File: config.mk
export PLATFORM = sky130hd
export DESIGN_NAME = tick_sample_source_flat
export DESIGN_NICKNAME = d
export VERILOG_FILES = /design/src/rtl/tick_sample_source_pkg.sv /design/src/rtl/tick_sample_source_if.sv /design/src/rtl/tick_sample_source_lfsr16.sv /design/src/rtl/tick_sample_source.sv /design/src/flat_wrapper.sv
export SDC_FILE = /design/constraint.sdc
export NUM_CORES = 1
export LEC_CHECK = 0
export CORE_MARGIN = 8
export CORE_UTILIZATION = 35
export CTS_CLUSTER_DIAMETER = 50
export DETAILED_ROUTE_END_ITERATION = 8
export GPL_ROUTABILITY_DRIVEN = 0
export PLACE_DENSITY_LB_ADDON = 0.1
export SYNTH_ARGS = -nofsm -noshare
export SYNTH_HDL_FRONTEND = slang
export SYNTH_HIERARCHICAL = 1
export SYNTH_SLANG_ARGS = --single-unit
File: constraint.sdc
create_clock -name clk -period 1.7 [get_ports clk]
set_clock_uncertainty 0.05 [all_clocks]
set_input_delay 0.255 -clock clk [delete_from_list [all_inputs] [get_ports clk]]
set_output_delay 0.255 -clock clk [all_outputs]
set_load 0.1 [all_outputs]
File: src/rtl/tick_sample_source_pkg.sv
// rtl/tick_sample_source_pkg.sv - shared constants and types for the tick sample source
//
// Purpose: LFSR tap mask, default seed, overrun counter width, generator mode
//          and output buffer occupancy types, plus the LFSR step function.
// Ports:   none (package)

package tick_sample_source_pkg;

   // Taps 16,14,13,11 of a right-shifting Fibonacci LFSR land on bits 0,2,3,5.
   localparam logic [15:0] LFSR_TAP_MASK = 16'h002D;
   localparam logic [15:0] DEFAULT_SEED  = 16'hACE1;
   localparam int          OVERRUN_W     = 16;

   typedef enum logic {
      GEN_RAMP = 1'b0,
      GEN_LFSR = 1'b1
   } gen_mode_e;

   typedef enum logic [1:0] {
      BUF_EMPTY = 2'd0,
      BUF_ONE   = 2'd1,
      BUF_TWO   = 2'd2
   } buf_state_e;

   // One LFSR step: feedback is the parity of the tapped bits, shifted in at the top.
   function automatic logic [15:0] lfsr_next(input logic [15:0] s);
      return {^(s & LFSR_TAP_MASK), s[15:1]};
   endfunction

endpackage

File: src/rtl/tick_sample_source_if.sv
// rtl/tick_sample_source_if.sv - valid/ready sample stream interface
//
// Purpose: groups the sample stream handshake.
// Signals: sample [WIDTH-1:0] - sample value, driven by master
//          valid               - sample holds an undelivered value, driven by master
//          ready               - downstream accepts, driven by slave

interface tick_sample_source_if #(
   parameter int WIDTH = 8
);
   logic [WIDTH-1:0] sample;
   logic             valid;
   logic             ready;

   modport master (output sample, output valid, input ready);
   modport slave  (input sample, input valid, output ready);
endinterface

File: src/rtl/tick_sample_source_lfsr16.sv
// rtl/tick_sample_source_lfsr16.sv - 16-bit Fibonacci LFSR with step enable
//
// Purpose: holds the LFSR state; advances one step on each enabled cycle.
// Ports:   clk   - system clock
//          rst   - asynchronous active-high reset, loads SEED
//          en    - advance one step this cycle
//          state - current 16-bit LFSR state

module lfsr16
   import tick_sample_source_pkg::*;
#(
   parameter logic [15:0] SEED = DEFAULT_SEED
) (
   input  logic        clk,
   input  logic        rst,
   input  logic        en,
   output logic [15:0] state
);

   always_ff @(posedge clk or posedge rst) begin
      if (rst) begin
         state <= SEED;
      end else if (en) begin
         state <= lfsr_next(state);
      end
   end

endmodule

File: src/rtl/tick_sample_source.sv
// rtl/tick_sample_source.sv - tick-driven ramp/LFSR sample source with 2-deep output buffer
//
// Purpose: on each accepted tick (tick && en) generates one sample from the
//          ramp or LFSR generator and queues it in an output register plus one
//          pending register; samples arriving with both full are dropped and
//          counted in a saturating overrun counter.
// Ports:   clk         - system clock
//          rst         - asynchronous active-high reset
//          tick        - one-cycle sample request pulse
//          en          - tick enable
//          mode        - 0 ramp, 1 LFSR (sampled on the tick cycle)
//          overrun_cnt - saturating count of dropped samples
//          bus         - sample/valid/ready stream (master side)

module tick_sample_source
   import tick_sample_source_pkg::*;
#(
   parameter int          WIDTH = 8,
   parameter logic [15:0] SEED  = DEFAULT_SEED
) (
   input  logic                 clk,
   input  logic                 rst,
   input  logic                 tick,
   input  logic                 en,
   input  logic                 mode,
   output logic [OVERRUN_W-1:0] overrun_cnt,
   tick_sample_source_if.master bus
);

   logic        acc_tick;
   logic        xfer;
   logic        sel_lfsr;
   logic [15:0] ramp_q;
   logic [15:0] lfsr_state;
   logic [15:0] gen_full;
   logic        unused_gen_bits;

   logic [WIDTH-1:0] sample_q;
   logic [WIDTH-1:0] pend_q;
   logic             valid_q;

   buf_state_e buf_q;
   buf_state_e buf_next;
   logic       load_out;
   logic       out_from_pend;
   logic       load_pend;
   logic       drop;

   assign acc_tick = tick && en;
   assign sel_lfsr = (mode == GEN_LFSR);
   assign xfer     = valid_q && bus.ready;

   // Emitted value is the generator state before it advances.
   assign gen_full        = sel_lfsr ? lfsr_state : ramp_q;
   assign unused_gen_bits = ^gen_full;

   lfsr16 #(
      .SEED (SEED)
   ) u_lfsr (
      .clk   (clk),
      .rst   (rst),
      .en    (acc_tick && sel_lfsr),
      .state (lfsr_state)
   );

   // Ramp advances even when its sample is later dropped.
   always_ff @(posedge clk or posedge rst) begin
      if (rst) begin
         ramp_q <= 16'h0000;
      end else if (acc_tick && !sel_lfsr) begin
         ramp_q <= ramp_q + 16'd1;
      end
   end

   // Buffer occupancy: next state and datapath controls.
   always_comb begin
      buf_next      = buf_q;
      load_out      = 1'b0;
      out_from_pend = 1'b0;
      load_pend     = 1'b0;
      drop          = 1'b0;
      case (buf_q)
         BUF_EMPTY: begin
            if (acc_tick) begin
               load_out = 1'b1;
               buf_next = BUF_ONE;
            end
         end
         BUF_ONE: begin
            if (xfer && acc_tick) begin
               load_out = 1'b1;
            end else if (xfer) begin
               buf_next = BUF_EMPTY;
            end else if (acc_tick) begin
               load_pend = 1'b1;
               buf_next  = BUF_TWO;
            end
         end
         BUF_TWO: begin
            if (xfer) begin
               // Pending always moves up first so FIFO order holds.
               load_out      = 1'b1;
               out_from_pend = 1'b1;
               if (acc_tick) begin
                  load_pend = 1'b1;
               end else begin
                  buf_next = BUF_ONE;
               end
            end else if (acc_tick) begin
               drop = 1'b1;
            end
         end
         default: begin
            buf_next = BUF_EMPTY;
         end
      endcase
   end

   always_ff @(posedge clk or posedge rst) begin
      if (rst) begin
         buf_q    <= BUF_EMPTY;
         valid_q  <= 1'b0;
         sample_q <= '0;
         pend_q   <= '0;
      end else begin
         buf_q   <= buf_next;
         valid_q <= (buf_next != BUF_EMPTY);
         if (load_out) begin
            sample_q <= out_from_pend ? pend_q : gen_full[WIDTH-1:0];
         end
         if (load_pend) begin
            pend_q <= gen_full[WIDTH-1:0];
         end
      end
   end

   always_ff @(posedge clk or posedge rst) begin
      if (rst) begin
         overrun_cnt <= '0;
      end else if (drop && (overrun_cnt != {OVERRUN_W{1'b1}})) begin
         overrun_cnt <= overrun_cnt + 1'b1;
      end
   end

   assign bus.sample = sample_q;
   assign bus.valid  = valid_q;

endmodule

File: src/flat_wrapper.sv
// flat-port wrapper written by rule: the top's interface ports become plain ports
module tick_sample_source_flat import tick_sample_source_pkg::*;
#(
   parameter int          WIDTH = 8,
   parameter logic [15:0] SEED  = DEFAULT_SEED
)
  (clk, rst, tick, en, mode, overrun_cnt, bus_sample, bus_valid, bus_ready);
  tick_sample_source_if #(.WIDTH(WIDTH)) bus_i ();
  input  logic clk;
  input  logic rst;
  input  logic tick;
  input  logic en;
  input  logic mode;
  output logic [OVERRUN_W-1:0] overrun_cnt;
  output wire logic [$bits(bus_i.sample)-1:0] bus_sample;
  output wire logic [$bits(bus_i.valid)-1:0] bus_valid;
  input wire logic [$bits(bus_i.ready)-1:0] bus_ready;
  assign bus_sample = bus_i.sample;
  assign bus_valid = bus_i.valid;
  assign bus_i.ready = bus_ready;
  tick_sample_source #(.WIDTH(WIDTH), .SEED(SEED)) u_core (.clk(clk), .rst(rst), .tick(tick), .en(en), .mode(mode), .overrun_cnt(overrun_cnt), .bus(bus_i));
endmodule
==> qor.yml, run 1 <==
p_leak_uw: 0.00185
clock-sinks: 59
yosys.area_share.simple: 0.149
place_area_um2: 3880
postCtsHoldBufs: 0
period_share: 0.985
synth_top_family_by_area: "simple AND/OR/NAND/NOR gates"
grt_pass1_vias: 2013
cts_tree: "done"
dieArea_um2: 11400
grt_util_all_layers: 0.106
critPathSlowestCell: "dfrtp_1"
syn_area_per_cell_um2: 12.3
synth-edff-count: 0
place_hpwl_mm: 3.95
rr_startpoint: "u_core/buf_q[1]"
status: "complete, no violations"
startpoint_type: "flop"
synth-seq-cells: 59
ir_worst_vdd_v: 0.000821
rsz0062_at_grt: "true"
slew_violations: 0
multi_input_area_um2: 1410
fp.dieW_um: 107
cp_top_family: "flip-flops"
die_h_um: 107
cpPeakStageDelay_ns: 0.41
synth_compound_area_frac: 0.0653
synthArstFlopShare: 1.00
hold_viol: 0
via_count: 1940
path_max_fanout: 8
wl_mm: 5.61
post-place-ws_ns: -0.244
worst_slack_ns: 0.0255
final.min_clock_period_ns: 1.67
yosys.area_share.adder: 0.0260
io_pins: 31
syn_inst: 236
crit_top_cell: "buf_4"
synth.top_cells.by_area: "dfrtp_1, dfstp_2, mux2_2"
final_area_um2: 4240
yosysSeqAreaShare: 0.514
synthDistinctLibCells: 42
clock_latency_ns: 0.33
path_buf_inv: 3
hold_path.class: "in2async"
port_buffers: 30
synth.area.mux_share: 0.141
crit_chain: "buf_4 -> buf_4 -> ha_1 -> a21oi_4 -> buf_12 -> mux2_2"
cp_data_required_time_ns: 1.87
synthFlopType: "dfrtp_1"
cts_buffer_depth: 2
num_rows: 33
ys_warn_count: 6
fillers: 721
regArea_um2: 1550
first_iter_violations: 98
antenna_found_initial: 0
synth.cell_area_um2: 2890
arrival_ns: 1.84
wire_per_inst_um: 13.3
yosys.area_share.xor_xnor: 0.0727
synth_top_area_cell: "dfrtp_1"
grt_max_degree: 44
core_area_um2: 8130
drv_cap: 0
finalNetCount: 324
grt-ovfl-total: 0
grt_pass1_wl_mm: 9.72
route.detailed.drc: 0
drtPass1Iterations: 3
max_freq_ghz: 0.597
postRouteAntennaNets: 0
crit_path_end_kind: "flop"
critPathKind: "reg2reg"
htree_levels: 3
worstSetupStartpoint: "u_core/buf_q[1]"
drive_above_1_share: 0.508
synth_top_area_frac: 0.441
tightest_slew_ns: 0.390
cts_buffers: 9
slew_headroom: 0.739
power.density_nw_per_um2: 1370
synth_fp_nets: 248
tns_ns: 0
start_util: 0.356
vias_per_cell: 4.60
num_antenna_cells: 0
clkTransAtPathRegs_ns: 0.07
setup-violations-final: 0
cts-root-buf: "clkbuf_8"
syn2layout_area_growth_pct: 46.5
## layer usage
layer	global-route usage	vias up	wire length, um
met5	0	-	0
met4	0.0633	0	110
met3	0.0312	12	272
met2	0.152	30	2500
met1	0.139	926	2720
li1	-	972	-
## Yosys cell counts (3+ instances only)
cell     instances
mux2_4           9
xnor2_1         14
and4_1           3
nor2_1          19
a21oi_1         10
dfrtp_1         51
xor2_1          10
and3_1           3
mux2_2          17
ha_1             6
dfstp_2          8
o21ai_0          5
inv_1            5
buf_6            4
nand4_1          5
nand3_1          9
nand3_4          3
nand2_1         19
mux2i_1          8
## cell usage in the layout (no fill, tap or decap), types with 2 or more instances in the layout
cell type / instances
buf_4: 39
bufinv_16: 2
nand2_1: 19
nand3_4: 3
nor3_2: 2
nand3_1: 9
mux2i_1: 8
inv_2: 3
and3_1: 2
o21ai_0: 4
clkbuf_8: 11
nand4_1: 5
xor2_1: 10
o21ai_2: 2
dfstp_2: 8
ha_1: 2
o21ai_1: 2
and4_1: 3
dfrtp_4: 15
mux2_4: 12
mux2_2: 14
buf_12: 28
a21oi_1: 9
xnor2_1: 14
nand2b_1: 2
nor2_1: 19
a21oi_4: 2
clkdlybuf4s50_1: 5
dfrtp_1: 34
dfrtp_2: 2
ha_4: 4
## flip-flops by register name, indices dropped and copies added, names as in the netlist
signal,count
u_core/buf_q,2
u_core/ramp_q,8
u_core/bus.sample,8
u_core/overrun_cnt,16
u_core/u_lfsr/state,16
u_core/pend_q,8
u_core/bus.valid,1
## kinds of logic (layout without fill, tap and decap cells)
group                    after synthesis  after routing
adder cells (fa/ha/maj)                6              6
multiplexers                          34             34
buffers and inverters                 12             93
XOR/XNOR                              24             24
flip-flops                            59             59
AO/OA/AOI/OAI                         26             26
AND/OR/NAND/NOR                       75             75
## worst paths after layout
| path | slack, ns | cells past startpoint | to |
|---|---|---|---|
| max | 0.03 | 6 | u_core/bus.sample[7] |
| min | 0.21 | 3 | u_core/u_lfsr/state[12] |
| max reg2reg | 0.03 | 6 | u_core/bus.sample[7] |
| min reg2reg | 0.43 | 2 | u_core/pend_q[0] |
| max in group asynchronous | 1.12 | 3 | u_core/overrun_cnt[12] |
| min in group clk | 0.43 | 2 | u_core/pend_q[0] |
## area by class of cell
| cell class | count | share of cell area |
|---|---|---|
| clock inverters | 4 | 0.0171 |
| well taps | 105 | 0.0310 |
| inverters | 5 | 0.00443 |
| multi-input cells | 165 | 0.333 |
| repair buffers | 72 | 0.213 |
| flip-flops and latches | 59 | 0.365 |
| clock buffers | 12 | 0.0366 |
## where the power goes
group	leakage, uW	internal (uW)	total (uW)	switching, uW
clock network	0.000113	903	1440	533
registers	0.000740	1770	2060	291
logic	0.00100	1090	2320	1230
total	0.00185	3760	5820	2060
## per-stage QoR
stage               instances  utilization  hold slack [ns]  total power (uW)
finish                    422        0.521            0.209              5820
global placement          401        0.477            0.411              4170
CTS                       419        0.512            0.205              5750
floorplan                 236            -            0.113              3390
global route              422        0.521            0.255              6140
detailed placement        401        0.477            0.418              4190
## timing repair
action / CTS / global route
endpoints found under the setup margin: 9 / 29
resized for setup: 8 / 9
pin swaps: 2 / 4
setup buffers: 2 / 3
## worst register-to-register path, delay by kind of cell, from the launching register on
kind                     cells  cell delay (ns)
flip-flops                   1             0.41
buffers and inverters        3             0.40
multiplexers                 1             0.33
adder cells (fa/ha/maj)      1             0.22
AO/OA/AOI/OAI                1             0.15
(Power assumes the default switching activity.)
==> inputs of run 2 (changes only) <==
--- a/config.mk
+++ b/config.mk
@@ -6,7 +6,7 @@
 export NUM_CORES = 1
 export LEC_CHECK = 0
 export CORE_MARGIN = 8
-export CORE_UTILIZATION = 35
+export CORE_UTILIZATION = 51
 export CTS_CLUSTER_DIAMETER = 50
 export DETAILED_ROUTE_END_ITERATION = 8
 export GPL_ROUTABILITY_DRIVEN = 0
==> run 2 against run 1 <==
The flow now finishes with violations (setup timing). Clock power decreased by 4%. Wire length increased by 8.8%. Via count increased by 1.1%. Hold slack got worse by 0.061 ns. Core utilization increased by 23 points. Final cell count decreased by 9.5%. Critical path type unchanged. Critical endpoint is now u_core/bus.valid. Largest cell class unchanged. Largest power group unchanged. Highest routed layer unchanged.
==> qor.yml, run 2 (synthesis gave the netlist of run 1 again) <==
slew_violations: 0
cts_buffer_depth: 2
clkTransAtPathRegs_ns: 0.06
fp.dieW_um: 91.3
port_buffers: 30
cp_data_required_time_ns: 1.86
via_count: 1961
io_pins: 31
drv_cap: 0
place_area_um2: 3810
htree_levels: 3
hold_viol: 0
p_leak_uw: 0.00182
die_h_um: 91.3
finalNetCount: 317
start_util: 0.525
fillers: 359
max_freq_ghz: 0.583
multi_input_area_um2: 1410
startpoint_type: "flop"
hold_path.class: "in2async"
final_area_um2: 4150
power_uw: 5730
grt_pass1_vias: 2110
num_rows: 27
syn2layout_area_growth_pct: 43.3
num_antenna_cells: 0
dp_cells: 363
postCtsHoldBufs: 0
clock_latency_ns: 0.33
instances_no_fill: 382
drtPass1Iterations: 4
grt_util_all_layers: 0.149
tightest_slew_ns: 0.559
arrival_ns: 1.87
worst_hold_slack_ns: 0.148
cpPeakStageDelay_ns: 0.42
core_area_um2: 5510
rsz0062_at_grt: "true"
grt_max_degree: 38
wire_per_inst_um: 16.0
antenna_found_initial: 0
period_share: 1.01
ir_worst_vdd_v: 0.000932
violations: "setup timing"
path_buf_inv: 3
top_regs: "u_core/overrun_cnt: 16 flops, u_core/u_lfsr/state: 16 flops"
slew_headroom: 0.627
place_hpwl_mm: 4.11
vias_per_cell: 5.13
route.detailed.drc: 0
crit_chain: "inv_2 -> buf_4 -> ha_2 -> buf_4 -> a311oi_2 -> nor3_2 -> or2_1"
cts_tree: "done"
path_max_fanout: 3
met3_usage: 0.0362
crit_top_cell: "buf_4"
critPathKind: "reg2reg"
final.min_clock_period_ns: 1.71
regArea_um2: 1550
first_iter_violations: 83
cts_buffers: 9
grt-busiest-layer: "met2"
dieArea_um2: 8340
drive_above_1_share: 0.500
status: "finished with violations"
crit_path_end_kind: "flop"
critPathSlowestCell: "dfrtp_1"
use_met2: 0.239
wl_mm: 6.10
grt-ovfl-total: 0
grt_pass1_wl_mm: 9.98
post-place-ws_ns: -0.256
final_cell_mix: "dfrtp_1, buf_4, buf_12"
power.density_nw_per_um2: 1380
setup-violations-final: 1
postRouteAntennaNets: 0
cts-root-buf: "clkbuf_8"
clock-sinks: 59
use_met1: 0.180
layout_commonest_cell: "dfrtp_1"
worst_slack_ns: -0.0148
cp_top_family: "flip-flops"
## run 2: area by class of cell
class,count,share of cell area
clock buffers,13,0.0359
clock inverters,3,0.0157
inverters,5,0.00453
multi-input cells,165,0.341
flip-flops and latches,59,0.373
well taps,72,0.0217
repair buffers,65,0.208
## run 2: worst paths after layout
check,start,endpoint,slack (ns),cells past startpoint
max in group asynchronous,rst,u_core/u_lfsr/state[6],0.93,2
worst min-delay path,rst,u_core/overrun_cnt[3],0.15,2
worst max-delay path,u_core/buf_q[1],u_core/bus.valid,-0.01,7
worst max register to register,u_core/buf_q[1],u_core/bus.valid,-0.01,7
worst min register to register,u_core/ramp_q[7],u_core/ramp_q[7],0.42,1
min in group clk,u_core/ramp_q[7],u_core/ramp_q[7],0.42,1
## run 2: repair_timing
| item | CTS | global route |
|---|---|---|
| buffers inserted | 1 | 2 |
| gates cloned | 0 | 0 |
| pin swaps | 1 | 3 |
| setup endpoints to repair | 9 | 21 |
| gates resized for setup | 5 | 15 |
## run 2: layer usage
metal | wire length (um) | share of wire
met3 | 190 | 0.031
met5 | 0 | 0
met4 | 114 | 0.019
met2 | 3040 | 0.50
met1 | 2750 | 0.45
## run 2: through the flow
| step | utilization | setup TNS [ns] |
|---|---|---|
| after floorplan | - | -0.0724 |
| after global placement | 0.692 | -5.00 |
| after detailed placement | 0.692 | -5.60 |
| after CTS | 0.738 | -0.0374 |
| after global routing | 0.753 | -0.502 |
| final | 0.753 | -0.0148 |
## run 2: where the power goes
group / internal [uW] / leakage, uW / switching [uW]
sequential: 1770 / 0.000739 / 304
combinational: 1020 / 0.000977 / 1250
clock: 865 / 0.000108 / 517
==> inputs of run 3 (changes only) <==
--- a/config.mk
+++ b/config.mk
@@ -5,6 +5,7 @@
 export SDC_FILE = /design/constraint.sdc
 export NUM_CORES = 1
 export LEC_CHECK = 0
+export ABC_AREA = 1
 export CORE_MARGIN = 8
 export CORE_UTILIZATION = 51
 export CTS_CLUSTER_DIAMETER = 50
==> run 3 against run 2 <==
The run now ends clean. Register-to-register slack better by 0.14 ns. Worst setup slack better by 0.14 ns. First-iteration DRC count is 67% higher. Combinational power is 11% higher. Hold slack better by 0.012 ns. Critical endpoint is now u_core/overrun_cnt[2]. Highest routed layer unchanged.
==> qor.yml, run 3 <==
path_max_fanout: 18
synth-seq-cells: 59
worstReg2RegEnd: "u_core/overrun_cnt[2]"
final.min_clock_period_ns: 1.57
synthFlopType: "dfrtp_1"
seq_power_share: 0.381
critPathKind: "reg2reg"
p_comb_frac: 0.436
ys_warn_count: 6
finalNetCount: 465
num_antenna_cells: 0
cts_buffer_depth: 2
final_util: 0.655
grt-busiest-layer: "met2"
slew_violations: 0
core_area_um2: 6200
instances_no_fill: 535
dieArea_um2: 9040
use_met1: 0.209
startpoint_type: "flop"
start_util: 0.514
synth.cell_area_um2: 3190
vias_per_cell: 4.89
grt-ovfl-total: 0
critPathSlowestCell: "dfrtp_4"
ir_worst_vdd_v: 0.00142
slew_headroom: 0.593
synth_top_area_frac: 0.400
clock_latency_ns: 0.33
die_h_um: 95.1
cts-root-buf: "clkbuf_8"
yosys.area_share.xor_xnor: 0.0385
grt_pass1_wl_mm: 11.3
io_pins: 31
drive_above_1_share: 0.225
synth_compound_area_frac: 0.0777
power_switching_uw: 2480
dp_cells: 519
grt_util_all_layers: 0.158
first_iter_violations: 139
synth_top_area_cell: "dfrtp_1"
p_leak_uw: 0.00192
syn_area_per_cell_um2: 7.79
grt_pass1_vias: 2501
cp_top_family: "flip-flops"
setup-violations-final: 0
met3_usage: 0.0291
clkTransAtPathRegs_ns: 0.06
power.density_nw_per_um2: 1420
worst_hold_slack_ns: 0.160
synth-edff-count: 0
rrSetupSlack_ns: 0.13
synth.top_cells.by_area: "dfrtp_1, nand2_1, dfstp_2"
drtPass1Iterations: 4
rr_worst_depth: 9
place_hpwl_mm: 4.90
route.detailed.drc: 0
synth_fp_nets: 421
cts_tree: "done"
syn2layout_area_growth_pct: 27.4
power_uw: 5750
wl_mm: 6.46
hold_path.class: "in2async"
rr_startpoint: "u_core/overrun_cnt[0]"
fp.dieW_um: 95.1
crit_top_cell: "nand2_4"
postRouteAntennaNets: 0
syn_inst: 409
port_buffers: 30
post-synth-top-count-cell: "nand2_1"
wire_per_inst_um: 12.1
num_rows: 29
top_regs: "u_core/overrun_cnt: 16 flops, u_core/u_lfsr/state: 16 flops"
via_count: 2618
tns_ns: 0
synthArstFlopShare: 1.00
arrival_ns: 1.72
sw_frac_of_total: 0.431
cp_data_required_time_ns: 1.85
crit_path_end_kind: "flop"
synth_top_family_by_area: "simple AND/OR/NAND/NOR gates"
period_share: 0.926
p_clk_frac: 0.183
grt_max_degree: 35
tightest_slew_ns: 0.610
status: "complete, no violations"
layout_commonest_cell: "nand2_1"
rsz0062_at_grt: "false"
max_freq_ghz: 0.635
yosys.area_share.adder: 0.0235
yosysSeqAreaShare: 0.466
antenna_found_initial: 0
cpPeakStageDelay_ns: 0.52
clock-sinks: 59
postCtsHoldBufs: 0
drv_cap: 0
yosys.area_share.simple: 0.303
use_met2: 0.248
path_buf_inv: 2
p_int_uw: 3270
final_cell_mix: "nand2_1, inv_1, nor2_1"
hold_viol: 0
cts_buffers: 9
htree_levels: 3
synthDistinctLibCells: 30
synth.area.mux_share: 0
synth_commonest_cells: "nand2_1, dfrtp_1, inv_1"
crit_chain: "ha_4 -> nand3_2 -> inv_2 -> nand2_4 -> clkinv_4 -> nand2_2 -> nand2_4 -> nand2_1 -> o21ai_0"
==> run 3: changes by cell type in the layout (fill, tap and decap cells not counted), moves of 8 or more <==
cell,before,now
o21ai_0,5,23
nor2_1,19,36
mux2_2,9,0
dfrtp_2,3,15
inv_1,1,41
mux2i_1,8,0
nand2_2,0,8
mux2_4,17,0
buf_4,31,10
dfrtp_4,15,2
nand2_1,19,150
==> run 3: layer usage <==
metal | routed length, um | part of all wire
met1 | 3110 | 0.48
met2 | 3060 | 0.47
met3 | 218 | 0.034
met4 | 65 | 0.010
met5 | 0 | 0
==> run 3: final cells by class <==
class,instances,area [um2]
Fill cell,520,2140
Sequential cell,59,1510
Multi-Input combinational cell,294,1440
Timing Repair Buffer,42,666
Inverter,47,186
Clock buffer,11,131
Tap cell,77,96.3
Clock inverter,5,30.0
==> run 3: cell families (layout without fill, tap and decap cells) <==
group,count (synthesis),in the layout
adder cells (fa/ha/maj),6,6
XOR/XNOR,14,14
flip-flops,59,59
AND/OR/NAND/NOR,228,228
buffers and inverters,56,105
AO/OA/AOI/OAI,46,46
==> run 3: how the worst max path moves through the flow <==
stage,start,depth (start not counted),endpoint
2_1_floorplan,u_core/bus.valid,8,u_core/bus.sample[0]
3_3_place_gp,tick,8,u_core/bus.sample[2]
3_5_place_dp,en,8,u_core/bus.sample[4]
4_1_cts,u_core/buf_q[0],7,u_core/bus.sample[4]
5_1_grt,u_core/buf_q[0],8,u_core/overrun_cnt[4]
6_report,u_core/overrun_cnt[0],9,u_core/overrun_cnt[2]
==> run 3: stage by stage <==
stage | instance area [um2] | setup WS [ns]
after floorplan | 3230 | 0.00890
after global placement | 3890 | -0.0613
after detailed placement | 3890 | -0.0724
after CTS | 4050 | 0.0448
after global routing | 4060 | 0.00624
final | 4060 | 0.125
==> run 3: worst reg2reg max path, stage by stage, from the launching register on <==
cell and delay [ns]:
dfrtp_4 0.52, ha_4 0.19, nand3_2 0.11, inv_2 0.07, nand2_4 0.09, clkinv_4 0.06, nand2_2 0.08, nand2_4 0.13
nand2_1 0.09, o21ai_0 0.08
==> run 3: repair_timing <==
action / 4_1_cts / 5_1_grt
setup buffers: 0 / 0
hold endpoints to repair: 0 / 0
endpoints found under the setup margin: 0 / 20
resized for setup: 0 / 3
==> run 3: power groups by stage <==
stage	sequential, uW	clock (uW)	combinational, uW
final	2190	1050	2510
after global routing	2250	1150	2730
after CTS	2190	1090	2510
after detailed placement	2220	0	2500
after global placement	2200	0	2470
after floorplan	2940	0	925
